### config.mk
export PLATFORM = sky130hd
export DESIGN_NAME = uart_tx_sched
export DESIGN_NICKNAME = d
export VERILOG_FILES = /design/src/rtl/uart_tx_sched.sv
export SDC_FILE = /design/constraint.sdc
export NUM_CORES = 1
export LEC_CHECK = 0
export ABC_AREA = 0
export CAP_MARGIN = 40
export CELL_PAD_IN_SITES_DETAIL_PLACEMENT = 1
export CELL_PAD_IN_SITES_GLOBAL_PLACEMENT = 2
export CORE_UTILIZATION = 30
export CTS_CLUSTER_DIAMETER = 50
export DETAILED_ROUTE_END_ITERATION = 8
export GPL_ROUTABILITY_DRIVEN = 0
export PLACE_DENSITY = 0.94
export SKIP_CTS_REPAIR_TIMING = 1
export SLEW_MARGIN = 10
export SYNTH_ARGS = -nofsm -noshare
export SYNTH_HDL_FRONTEND = slang
export SYNTH_SLANG_ARGS = --single-unit
### constraint.sdc
create_clock -name clk -period 2.94 [get_ports clk]
set_input_delay 0.441 -clock clk [delete_from_list [all_inputs] [get_ports clk]]
set_output_delay 0.441 -clock clk [all_outputs]
set_load 0.1 [all_outputs]
### src/rtl/uart_tx_sched.sv
// ---------------------------------------------------------------------------
// uart_tx_sched
//
// Transmit scheduler that sits in front of the UART transmitter, in the TX
// clock domain. Two requesters compete for the transmitter: a 2*WIDTH-bit
// ALU result and a WIDTH-bit register-file byte. The accepted word is split
// into bytes (low byte first) and each byte is issued with a one-cycle
// tx_data_valid_out pulse. Parity settings are latched per word so the frame
// format cannot change in the middle of a word.
//
// Handshakes:
//   Requester side: strict valid/ready. A word transfers on a rising clk edge
//   where valid=1 and ready=1. Ready is combinational, is only ever offered in
//   IDLE, never to both sources at once, and does not depend on anything the
//   requester cannot see. Valid may drop before acceptance; nothing is taken.
//   Transmitter side: tx_data_valid_out pulses for one cycle per issue. The
//   transmitter acknowledges by raising tx_busy_in; the byte is complete when
//   tx_busy_in falls again. If tx_busy_in never rises within BUSY_TIMEOUT
//   cycles the same byte is re-issued, without limit.
//
// Ports:
//   clk, reset               clock, asynchronous active-high reset
//   alu_valid_in/_data_in    ALU word request (2*WIDTH bits)
//   alu_ready_out            ALU word accepted when valid & ready
//   rf_valid_in/_data_in     register-file byte request (WIDTH bits)
//   rf_ready_out             rf byte accepted when valid & ready
//   cfg_par_en_in/_type_in   parity config, sampled at accept
//   tx_busy_in               transmitter busy
//   tx_data_out              byte presented to the transmitter (registered)
//   tx_data_valid_out        one-cycle issue pulse
//   tx_par_en_out/_type_out  parity config latched for the current word
//   sched_busy_out           high whenever the FSM is not IDLE
//   dbg_state                current FSM state (IDLE/LOAD/WAIT_BUSY/WAIT_DONE)
// ---------------------------------------------------------------------------
module uart_tx_sched #(
  parameter int WIDTH        = 8,
  parameter int BUSY_TIMEOUT = 4
) (
  input  logic               clk,
  input  logic               reset,
  input  logic               alu_valid_in,
  input  logic [2*WIDTH-1:0] alu_data_in,
  output logic               alu_ready_out,
  input  logic               rf_valid_in,
  input  logic [WIDTH-1:0]   rf_data_in,
  output logic               rf_ready_out,
  input  logic               cfg_par_en_in,
  input  logic               cfg_par_type_in,
  input  logic               tx_busy_in,
  output logic [WIDTH-1:0]   tx_data_out,
  output logic               tx_data_valid_out,
  output logic               tx_par_en_out,
  output logic               tx_par_type_out,
  output logic               sched_busy_out,
  output logic [1:0]         dbg_state
);

  localparam logic [1:0] IDLE      = 2'd0;
  localparam logic [1:0] LOAD      = 2'd1;
  localparam logic [1:0] WAIT_BUSY = 2'd2;
  localparam logic [1:0] WAIT_DONE = 2'd3;

  localparam int TW = (BUSY_TIMEOUT < 2) ? 1 : $clog2(BUSY_TIMEOUT + 1);
  // Counter starts at 0 on the first WAIT_BUSY cycle, so the re-issue
  // decision is taken when it holds BUSY_TIMEOUT-1: that is the
  // BUSY_TIMEOUT-th cycle without busy, and LOAD follows one cycle later.
  localparam logic [TW-1:0] TO_LAST = TW'(BUSY_TIMEOUT - 1);

  logic [1:0]         state;
  logic [2*WIDTH-1:0] hold_buf;     // low byte is the byte on the wire
  logic [1:0]         bytes_rem;
  logic [TW-1:0]      timeout_cnt;
  logic               prefer_rf;    // 0: ALU wins a tie, 1: rf wins a tie
  logic               grant_alu;
  logic               grant_rf;
  logic               accept_alu;
  logic               accept_rf;

  // -------------------------------------------------------------------------
  // Round-robin grant. Only one source can be granted; readies are offered in
  // IDLE only and are forced low while reset is asserted so every output is 0
  // during reset regardless of requester activity.
  // -------------------------------------------------------------------------
  always_comb begin
    grant_alu = 1'b0;
    grant_rf  = 1'b0;
    if (alu_valid_in && rf_valid_in) begin
      grant_alu = !prefer_rf;
      grant_rf  = prefer_rf;
    end else begin
      grant_alu = alu_valid_in;
      grant_rf  = rf_valid_in;
    end
  end

  assign alu_ready_out = !reset && (state == IDLE) && grant_alu;
  assign rf_ready_out  = !reset && (state == IDLE) && grant_rf;
  assign accept_alu    = alu_valid_in && alu_ready_out;
  assign accept_rf     = rf_valid_in && rf_ready_out;

  // The outgoing byte is always the low byte of the holding buffer. Advancing
  // to the next byte shifts the buffer right, so tx_data_out stays stable
  // from LOAD until the byte completes and is never cleared between bytes.
  assign tx_data_out       = hold_buf[WIDTH-1:0];
  assign tx_data_valid_out = (state == LOAD);
  assign sched_busy_out    = (state != IDLE);
  assign dbg_state         = state;

  // -------------------------------------------------------------------------
  // Scheduler FSM
  // -------------------------------------------------------------------------
  always_ff @(posedge clk or posedge reset) begin
    if (reset) begin
      state           <= IDLE;
      hold_buf        <= '0;
      bytes_rem       <= 2'd0;
      timeout_cnt     <= '0;
      prefer_rf       <= 1'b0;
      tx_par_en_out   <= 1'b0;
      tx_par_type_out <= 1'b0;
    end else begin
      case (state)
        IDLE: begin
          // Busy from the transmitter is deliberately ignored here; the
          // byte-completion handshake in WAIT_DONE is what paces issue.
          if (accept_alu) begin
            hold_buf        <= alu_data_in;
            bytes_rem       <= 2'd2;
            tx_par_en_out   <= cfg_par_en_in;
            tx_par_type_out <= cfg_par_type_in;
            prefer_rf       <= 1'b1;
            state           <= LOAD;
          end else if (accept_rf) begin
            hold_buf        <= {{WIDTH{1'b0}}, rf_data_in};
            bytes_rem       <= 2'd1;
            tx_par_en_out   <= cfg_par_en_in;
            tx_par_type_out <= cfg_par_type_in;
            prefer_rf       <= 1'b0;
            state           <= LOAD;
          end
        end

        LOAD: begin
          timeout_cnt <= '0;
          state       <= WAIT_BUSY;
        end

        WAIT_BUSY: begin
          if (tx_busy_in) begin
            state <= WAIT_DONE;
          end else if (timeout_cnt == TO_LAST) begin
            // Transmitter missed the pulse: re-issue the same byte.
            state <= LOAD;
          end else begin
            timeout_cnt <= timeout_cnt + 1'b1;
          end
        end

        WAIT_DONE: begin
          if (!tx_busy_in) begin
            bytes_rem <= bytes_rem - 2'd1;
            if (bytes_rem != 2'd1) begin
              hold_buf <= {{WIDTH{1'b0}}, hold_buf[2*WIDTH-1:WIDTH]};
              state    <= LOAD;
            end else begin
              state <= IDLE;
            end
          end
        end

        default: state <= IDLE;
      endcase
    end
  end

endmodule

; After elaboration in Yosys (flattened, before gate mapping)
; Index checks and enable logic that the tools add are counted.
; Widths: inputs -> output; s select.
[totals]
elab_cells = 64
input_bits = 31
out_inout_bits = 16
reg_bits = 26
[classes]
n_addsub = 2
eq_ne = 11
n_reduce_logical = 18
mux = 26
[ops]
columns = operator, n
row1 = $mux 16, 4
row2 = $pmux 16 s2, 1
row3 = $mux 2, 7
row4 = $mux 1, 9
row5 = $reduce_and 3->1, 3
row6 = $ne 2x2->1 const B, 4
row7 = $pmux 2 s4, 1
row8 = $reduce_bool 2->1, 4
row9 = $logic_and 1x1->1, 6
row10 = $mux 3, 2
row11 = $ne 3x3->1 const B, 2
row12 = $pmux 3 s2, 1
row13 = $eq 2x2->1 const B, 2
row14 = $pmux 2 s2, 1
row15 = $reduce_and 4->1, 1
row16 = $add 3x1->3 const B, 1
row17 = $eq 3x2->1 const B, 1
row18 = $eq 2x1->1 const B, 1
row19 = $logic_not 1->1, 2
row20 = $logic_not 2->1, 1
row21 = $ne 2x1->1 const B, 1
row22 = $reduce_and 2->1, 1
row23 = $sub 2x1->2 const B, 1

; Longest topological paths before layout
; Gate-level depths: netlist of run 1.
[logic_depth]
word_depth = 7
ltp_mapped = 6
mapped_depth_nobuf = 5

; Least setup slack after synthesis of run 1
; No wires, ideal clock.
[synth_timing]
path_kind = reg2out
startpoint = register state[0] (netlist: dbg_state[0])
endpoint = output rf_ready_out
n_path_buf = 2
stages_incl_launch_ff = 6
required_ps = 2499
slack_ps = -473
arrival_ps = 2972
cell_sequence = dfrtp_1 -> buf_6 -> nor3_2 -> buf_2 -> nand2_1 -> nor2_1
[synth_between]
elab_chain_len = 3
[synth_lines]
columns = item, line
row1 = start: declaration, 69  ; logic [1:0] state;
row2 = start signal: assignment, 114  ; state <= IDLE;
row3 = start signal: assignment, 132  ; state <= LOAD;
row4 = start signal: assignment, 139  ; state <= LOAD;
row5 = $logic_not 2->1, 97  ; assign rf_ready_out = !reset && (state == IDLE) && grant_rf;
row6 = $logic_and 1x1->1 (2 in a row), 97
row7 = end: declaration, 46  ; output logic rf_ready_out,
; No other way between the ends.

; Worst setup path after layout of run 1
; Same ends and word-level chain as after synthesis.

==> results.py, run 1 <==
metrics = {
    "outcome": {
        "outcome": "completed",
    },
    "power_and_ir_drop": {
        "p_sw_frac": 0.559,
        "vdd_drop_max_mv": 0.839,
        "design_power_total_mw": 2.49,
        "pwr-share-clk": 0.095,
        "combPwrFrac": 0.627,
        "seq_power_share": 0.277,
        "powerDensity_mw_per_mm2": 1270,
        "p_leak_nw": 0.799,
        "p_int_mw": 1.10,
        "p_switching_mw": 1.39,
    },
    "grt": {
        "grt_max_degree": 21,
        "grt_pass1_wl_mm": 6.24,
        "grt_overflow": 0,
        "first_global_vias": 1269,
        "groute.usage.overall": 0.155,
        "antenna_found_initial": 0,
    },
    "timing": {
        "post-route-period-util": 0.836,
        "slew_violations": 0,
        "fin_tns_setup_ps": 0,
        "grt_setup_unrepaired": "no",
        "fin_skew_ps": 6.10,
        "finalSetupViolations": 0,
        "post-route-min-period_ps": 2460,
        "fmax_ghz": 0.407,
        "hold_viol_final": 0,
        "relSlewSlack": 0.578,
        "worst_pin_slew_ps": 632,
    },
    "synthesis": {
        "async_flop_share": 1.00,
        "synth_ff_type": "dfrtp_1",
        "seq_area_frac_synth": 0.444,
        "synth_top_area_cell": "dfrtp_1",
        "ys_top_cells_by_area": "dfrtp_1 44%, a22o_1 7.8%, a211oi_1 5.1%, buf_4 4.6%, o211ai_1 4.1%",
        "netlist_top_cells_count": "26 x dfrtp_1, 13 x a22o_1, 10 x a211oi_1, 9 x buf_4, 8 x o211ai_1",
        "synth-edff-count": 0,
        "synth_top_area_share": 0.444,
        "synth.most_common_cell": "dfrtp_1",
        "syn_area_sq_mm": 0.00147,
        "avgSynthCellArea_sq_um": 10.9,
        "synth_warnings": 0,
        "ys_ff_latch": 26,
        "syn_inst": 135,
        "ys_types": 39,
        "synth.net_count": 169,
    },
    "hold_path": {
        "holdPathEnd": "bytes_rem[0]$_DFFE_PP0P_",
        "hold_class": "reg -> reg",
        "hold_path_depth": 1,
        "worstHoldStart": "bytes_rem[0]$_DFFE_PP0P_",
    },
    "route": {
        "dr.pass1.iters": 4,
        "wl_per_cell_um": 17.1,
        "drtAntennaViolNets": 0,
        "via_count": 1290,
        "vias_per_cell": 5.44,
        "drtIter0Drc": 64,
        "drc": 0,
        "totalWireLength_mm": 4.05,
    },
    "critical_path": {
        "r2r_end": "hold_buf[4]$_DFFE_PP0P_",
        "critical_path_class": "reg -> out",
        "critical_path_arrival_ps": 2020,
        "worst-r2r-cell-count": 4,
        "worstSetupStartpointType": "flop",
        "r2r-start": "dbg_state[0]$_DFFE_PP0P_",
        "worst_ep_required_time_ps": 2500,
        "critPathMaxFanout": 20,
        "endpoint_kind": "output port",
        "rrSetupSlack_ps": 970,
    },
    "layout": {
        "fin_nets": 205,
        "diodes": 0,
        "fill_cells": 517,
        "drive_above_1_share": 0.206,
        "area_growth_pct": 33.3,
        "fin_cells": 237,
    },
    "floorplan": {
        "rows": 25,
        "die_h_um": 71.9,
        "start_util": 0.310,
        "die-area_sq_mm": 0.00517,
        "num_io_pins": 47,
        "die_x_um": 71.9,
        "core_area_sq_mm": 0.00472,
    },
    "placed_design": {
        "place_inst": 233,
        "io_buffers": 46,
        "dp_hpwl_mm": 3.13,
    },
    "clocking": {
        "clock_tree.buffer_depth": 2,
        "htree_levels": 1,
        "clock_latency_ps": 280,
        "cts_inserted_buffers": 3,
        "cts_tree": "built",
        "clock-root-buffer": "clkbuf_8",
        "clock-sinks": 26,
        "clk_pin_slew_ps": 90,
    },
    "run": {
        "maxCapViolCount": 0,
    },
}
[metrics by stage]
stage	cell area (sq um)	setup slack (ps)	utilization	hold slack, ps
after detailed placement	1900	507	0.402	494
after global routing	1950	396	0.414	540
after floorplan	1470	-24.2	-	460
final	1950	483	0.414	514
after CTS	1950	469	0.414	508
after global placement	1900	559	0.402	476
[power by group through the flow]
| stage | registers, mW | clock network (mW) | logic [mW] |
|---|---|---|---|
| global placement | 0.684 | 0 | 1.52 |
| floorplan | 0.819 | 0 | 1.17 |
| CTS | 0.690 | 0.242 | 1.57 |
| global route | 0.716 | 0.253 | 1.63 |
| finish | 0.690 | 0.237 | 1.56 |
| detailed placement | 0.695 | 0 | 1.56 |
[cell usage in the layout, fill, tap and decap left out, types with 3 or more instances in the layout]
cell type        count
a211oi_1            10
a22o_1              13
a31oi_1              5
a32oi_1              5
buf_4               18
clkbuf_8             4
clkdlybuf4s50_1     30
dfrtp_1             26
ha_1                 3
inv_1                3
nor2_1               4
o211ai_1             8
o21ai_0              3
o31ai_1              3
[registers in the layout, indices dropped and copies added (netlist names)]
signal           flops
bytes_rem            2
timeout_cnt          3
prefer_rf            1
dbg_state            2
tx_par_type_out      1
hold_buf            16
tx_par_en_out        1
[worst max-delay path, stage by stage (launching register included)]
cell	delay, ps
dfrtp_1	590
or3_1	500
nor2_4	370
nor2_2	100
buf_12	180
[layer usage]
metal,up-vias,part of all wire,track usage
met5,-,0,0
met4,0,0.015,0.0588
met3,5,0.029,0.0139
met2,35,0.50,0.265
met1,655,0.46,0.204
li1,595,-,-
[logic make-up after synthesis]
kind of cell | count (synthesis) | share of synthesized area
buffers and inverters | 22 | 0.0973
multiplexers | 2 | 0.0154
flip-flops | 26 | 0.444
adder cells (fa/ha/maj) | 3 | 0.0256
AO/OA/AOI/OAI | 60 | 0.321
AND/OR/NAND/NOR | 22 | 0.0973
[cell type report]
type                    instances  area [sq um]  area share
clock buffers                   4          55.1      0.0282
inverters                       3          11.3     0.00576
multi-input cells              87           678       0.347
flip-flops and latches         26           651       0.333
well taps                      67          83.8      0.0429
repair buffers                 50           475       0.243
[worst max path at each step]
stage / from / endpoint / slack, ps
finish: dbg_state[0]$_DFFE_PP0P_ / rf_ready_out / 480
global placement: reset / rf_ready_out / 560
CTS: dbg_state[0]$_DFFE_PP0P_ / rf_ready_out / 470
global route: dbg_state[0]$_DFFE_PP0P_ / rf_ready_out / 400
detailed placement: reset / rf_ready_out / 510
floorplan: dbg_state[0]$_DFFE_PP0P_ / rf_ready_out / -20
(Power assumes the default switching activity.)
==> run 2, diff against run 1 <==
- CORE_UTILIZATION: 30 -> 25
- PLACE_DENSITY: 0.94 -> 0.84
- clock period: 2.94 -> 2.2 ns (I/O delays scaled with it)
==> run 2 against run 1 <==
- sequential power up 28%
- setup slack worse by 390 ps
- final cell count up 5.9%
- total power up 36%
- hold slack worse by 6.0 ps
- global-route usage down 0.58 points
- combinational power up 42%
- utilization down 4.3 points
- sequential share of layout area down 1.5 points
- sequential cell count unchanged
- largest cell class unchanged
- largest power group unchanged
==> results.py, run 2 (same netlist as run 1, synthesis figures left out) <==
metrics = {
    "route": {
        "totalWireLength_mm": 4.13,
        "drtIter0Drc": 40,
        "vias_per_cell": 5.10,
        "drtAntennaViolNets": 0,
        "dr.pass1.iters": 4,
        "drc": 0,
        "via_count": 1279,
        "wl_per_cell_um": 16.5,
    },
    "critical_path": {
        "worst_ep_required_time_ps": 1870,
        "worstSetupStartpointType": "flop",
        "critical_path_class": "reg -> out",
        "worst-r2r-cell-count": 5,
        "r2r_end": "hold_buf[5]$_DFFE_PP0P_",
        "critical_path_arrival_ps": 1780,
        "r2r-start": "bytes_rem[1]$_DFFE_PP0P_",
        "endpoint_kind": "output port",
        "setup.worst_path.start": "dbg_state[0]$_DFFE_PP0P_",
        "cp-endpoint": "rf_ready_out",
        "rrSetupSlack_ps": 340,
        "critPathMaxFanout": 5,
    },
    "grt": {
        "grt_max_degree": 19,
        "first_global_vias": 1329,
        "antenna_found_initial": 0,
        "groute.usage.overall": 0.149,
        "grt_pass1_wl_mm": 7.00,
        "grt_overflow": 0,
    },
    "timing": {
        "grt_setup_unrepaired": "no",
        "setup_ws_ps": 89.9,
        "relSlewSlack": 0.437,
        "post-route-period-util": 0.959,
        "fin_tns_setup_ps": 0,
        "slew_violations": 0,
        "fmax_ghz": 0.474,
        "fin_skew_ps": 6.69,
        "hold_viol_final": 0,
        "finalSetupViolations": 0,
        "worst_pin_slew_ps": 845,
        "post-route-min-period_ps": 2110,
    },
    "clocking": {
        "clk_pin_slew_ps": 90,
        "clock_latency_ps": 270,
        "clock-sinks": 26,
        "htree_levels": 1,
        "clock_tree.buffer_depth": 2,
        "clock-root-buffer": "clkbuf_8",
        "cts_tree": "built",
        "cts_inserted_buffers": 3,
    },
    "layout": {
        "drive_above_1_share": 0.251,
        "fin_cells": 251,
        "layout_common_cells": "30 x clkdlybuf4s50_1, 25 x buf_4, 24 x dfrtp_1, 13 x a22o_1, 10 x a211oi_1",
        "top_register": "hold_buf",
        "fin_nets": 214,
        "multi_input_area_sq_um": 694,
        "diodes": 0,
        "largest_reg_flops": 16,
        "reg_top3": "hold_buf x16, timeout_cnt x3",
        "stdcell_area_sq_mm": 0.00206,
        "area_growth_pct": 40.8,
        "seqCellArea_sq_um": 656,
        "final_common_cell": "clkdlybuf4s50_1",
        "fill_cells": 632,
    },
    "floorplan": {
        "start_util": 0.263,
        "rows": 27,
        "die_h_um": 78.6,
        "die_x_um": 78.6,
        "num_io_pins": 47,
        "die-area_sq_mm": 0.00618,
        "core_area_sq_mm": 0.00557,
    },
    "placed_design": {
        "place_area_sq_mm": 0.00202,
        "place_inst": 247,
        "place_ws_ps": 59.8,
        "io_buffers": 46,
        "dp_hpwl_mm": 3.20,
    },
    "power_and_ir_drop": {
        "p_leak_nw": 0.851,
        "vdd_drop_max_mv": 0.618,
        "powerDensity_mw_per_mm2": 1640,
    },
    "run": {
        "maxCapViolCount": 0,
    },
    "hold_path": {
        "hold_class": "reg -> reg",
    },
    "outcome": {
        "outcome": "completed",
    },
}
[run 2: cell types whose count changed in the layout (fill, tap and decap cells not counted)]
cell,previous run,this run
clkbuf_8,4,3
dfrtp_4,0,1
nor3_4,0,1
nor2b_4,0,1
nor2_4,1,2
buf_12,2,4
nor3_2,1,0
nor2_2,2,1
nor2b_2,1,0
dfrtp_1,26,24
dfrtp_2,0,1
buf_4,18,25
clkbuf_1,0,1
[run 2: layer usage]
metal	vias up	share of wire	global-route usage
met5	-	0	0
met4	0	0.016	0.0556
met3	5	0.042	0.0174
met2	39	0.46	0.241
met1	627	0.48	0.202
li1	608	-	-
[run 2: how the worst min path moves through the flow]
| stage | slack [ps] | from | cells after the start | endpoint |
|---|---|---|---|---|
| finish | 510 | bytes_rem[0]$_DFFE_PP0P_ | 1 | bytes_rem[0]$_DFFE_PP0P_ |
| global route | 540 | prefer_rf$_DFFE_PP0P_ | 1 | prefer_rf$_DFFE_PP0P_ |
| CTS | 500 | bytes_rem[0]$_DFFE_PP0P_ | 1 | bytes_rem[0]$_DFFE_PP0P_ |
| detailed placement | 480 | bytes_rem[0]$_DFFE_PP0P_ | 1 | bytes_rem[0]$_DFFE_PP0P_ |
| global placement | 480 | bytes_rem[0]$_DFFE_PP0P_ | 1 | bytes_rem[0]$_DFFE_PP0P_ |
| floorplan | 370 | reset | 1 | bytes_rem[0]$_DFFE_PP0P_ |
[run 2: area by class of cell]
cell class | count | share of cell area
Clock buffer | 4 | 0.0218
Inverter | 3 | 0.00545
Multi-Input combinational cell | 87 | 0.336
Sequential cell | 26 | 0.318
Tap cell | 72 | 0.0436
Timing Repair Buffer | 59 | 0.275
[run 2: through the flow]
| stage | util | power, mW | hold WS (ps) |
|---|---|---|---|
| floorplan | - | 2.69 | 370 |
| global placement | 0.362 | 3.09 | 484 |
| detailed placement | 0.362 | 3.12 | 485 |
| CTS | 0.370 | 3.41 | 501 |
| global route | 0.370 | 3.59 | 539 |
| finish | 0.370 | 3.39 | 508 |
[run 2: power breakdown]
| part | switching (mW) | leakage [nW] | internal (mW) |
|---|---|---|---|
| clock | 0.154 | 0.0228 | 0.130 |
| combinational | 1.54 | 0.508 | 0.675 |
| sequential | 0.174 | 0.320 | 0.711 |
| total | 1.87 | 0.851 | 1.52 |
[run 2: worst max-delay path, cell delays in order, from the launching register on]
cell	delay, ps
dfrtp_4	520
or3_1	520
nor2_4	240
nor2_4	70
buf_12	160
